$ cat src/rtl/demux_pkg.sv
// Shared constants, select type and one-hot helper for the demux1to4 block.
package demux_pkg;

  localparam int NUM_OUT = 4;
  localparam int SEL_W   = 2;

  typedef logic [SEL_W-1:0] demux_sel_t;

  function automatic logic [NUM_OUT-1:0] sel_to_onehot(input demux_sel_t sel);
    return NUM_OUT'(1) << sel;
  endfunction

endpackage

$ cat src/rtl/dec2to4.sv
// Combinational 2-to-4 one-hot decoder; drives both output enables and sel_oh.
module dec2to4
  import demux_pkg::*;
(
  input  logic [SEL_W-1:0]   sel,
  output logic [NUM_OUT-1:0] oh
);

  assign oh = sel_to_onehot(sel);

endmodule

$ cat src/rtl/demux1to4.sv
// Registered 1-to-4 demultiplexer with one cycle of latency and a one-hot select status.
// Define DEMUX1TO4_HOLD_EN to make non-selected outputs keep their last value instead of clearing.
module demux1to4
  import demux_pkg::*;
#(
  parameter int WIDTH = 1
) (
  input  logic             clk,
  input  logic             rst,
  input  logic [WIDTH-1:0] a,
  input  logic [1:0]       s,
  output logic [WIDTH-1:0] y0,
  output logic [WIDTH-1:0] y1,
  output logic [WIDTH-1:0] y2,
  output logic [WIDTH-1:0] y3,
  output logic [3:0]       sel_oh
);

  logic [NUM_OUT-1:0] dec_oh;
  logic [NUM_OUT-1:0] sel_oh_d, sel_oh_q;
  logic [WIDTH-1:0]   y_d [NUM_OUT];
  logic [WIDTH-1:0]   y_q [NUM_OUT];

  dec2to4 u_dec (
    .sel (s),
    .oh  (dec_oh)
  );

  always_comb begin
    sel_oh_d = dec_oh;
    for (int k = 0; k < NUM_OUT; k++) begin
      if (dec_oh[k]) begin
        y_d[k] = a;
      end else begin
`ifdef DEMUX1TO4_HOLD_EN
        y_d[k] = y_q[k];
`else
        y_d[k] = '0;
`endif
      end
    end
  end

  // Reset wins over a/s on the same edge so no routing state survives it.
  always_ff @(posedge clk) begin
    if (rst) begin
      sel_oh_q <= '0;
      for (int k = 0; k < NUM_OUT; k++) begin
        y_q[k] <= '0;
      end
    end else begin
      sel_oh_q <= sel_oh_d;
      for (int k = 0; k < NUM_OUT; k++) begin
        y_q[k] <= y_d[k];
      end
    end
  end

  assign y0     = y_q[0];
  assign y1     = y_q[1];
  assign y2     = y_q[2];
  assign y3     = y_q[3];
  assign sel_oh = sel_oh_q;

endmodule

$ cat config.mk
export PLATFORM = sky130hd
export DESIGN_NAME = demux1to4
export DESIGN_NICKNAME = d
export VERILOG_FILES = /design/src/rtl/demux_pkg.sv /design/src/rtl/dec2to4.sv /design/src/rtl/demux1to4.sv
export SDC_FILE = /design/constraint.sdc
export NUM_CORES = 1
export LEC_CHECK = 0
export BUFFER_PORTS_ARGS = -buffer_cell sky130_fd_sc_hd__buf_2
export CAP_MARGIN = 20
export CORE_AREA = 3 3 40 42
export DETAILED_ROUTE_END_ITERATION = 16
export DIE_AREA = 0 0 43 45
export PLACE_DENSITY = 0.44
export RECOVER_POWER = 50
export SLEW_MARGIN = 20
export SYNTH_ARGS = -nofsm -noshare
export SYNTH_HDL_FRONTEND = slang
export SYNTH_SLANG_ARGS = --single-unit
$ cat constraint.sdc
create_clock -name clk -period 0.8 [get_ports clk]
set_input_delay 0.08 -clock clk [delete_from_list [all_inputs] [get_ports clk]]
set_output_delay 0.08 -clock clk [all_outputs]
set_load 0.05 [all_outputs]
==> run metrics <==
outcome=finished, final reports clean; Synth Area per Inst=15.1 um^2; antenna violations before repair=0; DRT Pass-1 Iters=2; hold path depth=2; Core Box Area=1280 um^2; Worst Tran Pin Value=0.250 ns; std cell rows=13; slew margin rel.=83.1%; Num CTS Buffers=3; VDD IR max=666 uV; GRT met1 Usage=5.61%; Worst EP arrival=0.72 ns; WP buf/inv=1; WHS=0.0798 ns; H-Tree Level Count=1; Most Crowded Layer GR=met4; Hold Crit Start=rst; final setup vio count=0; RSZ-0062 raised after global routing=true; routed via count=184; Post-Syn Area=241 um^2; final worst path period share=99.5%; slowest cell on the critical path=dfxtp_2; Remaining DRCs=0; critical path endpoint category=primary output; largest net degree at the start of global routing=9; Setup WS pre-CTS=0.178 ns; Post-Layout Cell Count=46; Detailed Route Iter0 Violations=2; yosys warns=0; Max Fclk=1.26 GHz; sequential area share after synthesis=66.3%; GR Layer Usage met3=5.18%; Clock Path Buffers=2; GRT overflow=0; Syn Nets=21; final hold vios=0; TritonCTS clock tree=yes; WP data required=0.72 ns; final core utilization=33.1%; Top Ports=13; vias in the first global route=160; min cycle time layout=0.796 ns; Total Nets Final=38; maxcap violations=0; clk slew on worst S/H paths=0.05 ns; DIE AREA=1940 um^2; Vias/cell=4.00; CP max FO=1; CTS Sinks=8; Yosys reg bits=8; share of the synthesized area in the top cell type=66.3%; placed cell count=43; root buffer cell=clkbuf_4; DP Area=320 um^2; Synth area leader=dfxtp_1; Area Growth Syn to Fin=76.2%; post-synthesis cell type count=7; crit path kind=flop to primary output; cell family with most CP delay=flip-flops; Final WS setup=0.00390 ns; Power Total=0.847 mW; Final ANT Viol Nets=0; # diodes=0; worst path cell trace=buf_8; Post-CTS Hold Buffers=0; Starting Density=18.8%; worst min path class=input port to flop; setup bufs post-CTS=0; Mapped Cells=16; final slew viol count=0; layout cells sized above 1=83.9%; PortBufs=12; final wirelength=457 um; GR Util met2=7.19%; Die Height=45 um; gr usage total=6.27%; wire per inst=9.93 um; top cells by area, synth=dfxtp_1 66%, and4bb_2 10%, nor3b_1 6.2%; CP startpoint kind=flop; hold path endpoint=sel_oh[0]; Max stage delay on crit path=0.33 ns; leakage power=0.178 nW; setup TNS=0 ns; Die W=43 um; DP HPWL=317 um; fin area=425 um^2; PwrDens=1990 nW/um^2; first-pass GRT wire length=738 um; Placer Congestion=0.660
==> repair_timing <==
action / in CTS / in global routing
endpoints found under the hold margin: 0 / 0
gates resized for setup: 28 / 4
setup endpoints to repair: 8 / 8
gates cloned: 0 / 0
==> cell usage in the layout, fill, tap and decap left out, drive strengths merged <==
| cell | netlist | final |
|---|---|---|
| clkbuf | 0 | 4 |
| dfxtp | 8 | 8 |
| buf | 0 | 11 |
| and3b | 1 | 1 |
| and4b | 1 | 1 |
| nor3b | 2 | 2 |
| nor4b | 1 | 1 |
| and4bb | 2 | 2 |
| nor3 | 1 | 1 |
==> cell usage after synthesis <==
library cell and n:
and3b_2 1, and4b_2 1, and4bb_2 2, dfxtp_1 8, nor3_1 1, nor3b_1 2, nor4b_2 1
==> worst max-delay path by stage <==
| stage | depth (start not counted) | slack, ns | end | startpoint |
|---|---|---|---|---|
| after global routing | 1 | -0.03 | sel_oh[3] | sel_oh[3] |
| after CTS | 1 | -0.01 | y2 | y_q[2] |
| after floorplan | 0 | 0.13 | sel_oh[0] | sel_oh[0] |
| after global placement | 1 | 0.18 | sel_oh[1] | sel_oh[1] |
| after detailed placement | 1 | 0.18 | y2 | y_q[2] |
| final | 1 | 0.004 | y2 | y_q[2] |
==> layout make-up <==
type                            count  area, um^2
Multi-Input combinational cell      8        75.1
Tap cell                           15        18.8
Fill cell                         133         860
Sequential cell                     8         170
Clock buffer                        3        22.5
Timing Repair Buffer               12         139
==> kinds of logic (layout without fill, tap and decap cells) <==
| group | count (synthesis) | count (layout) | synth area share (%) |
|---|---|---|---|
| buf+inv | 0 | 15 | 0 |
| flops | 8 | 8 | 66.3 |
| simple gates | 8 | 8 | 33.7 |
==> flip-flops by register name (all words and copies together) (netlist names) <==
signal,count
y_q,4
sel_oh,4
==> metal layers <==
layer / routed length, um / vias to the layer above
li1: - / 91
met1: 181 / 86
met2: 230 / 7
met3: 45 / 0
met4: 0 / 0
met5: 0 / -
==> where the power goes <==
group	switching (mW)	internal, mW
combinational	0.0701	0.0533
clock	0.129	0.171
sequential	0.00799	0.415
total	0.207	0.639
Note: power is estimated with default switching activity, not from simulation.
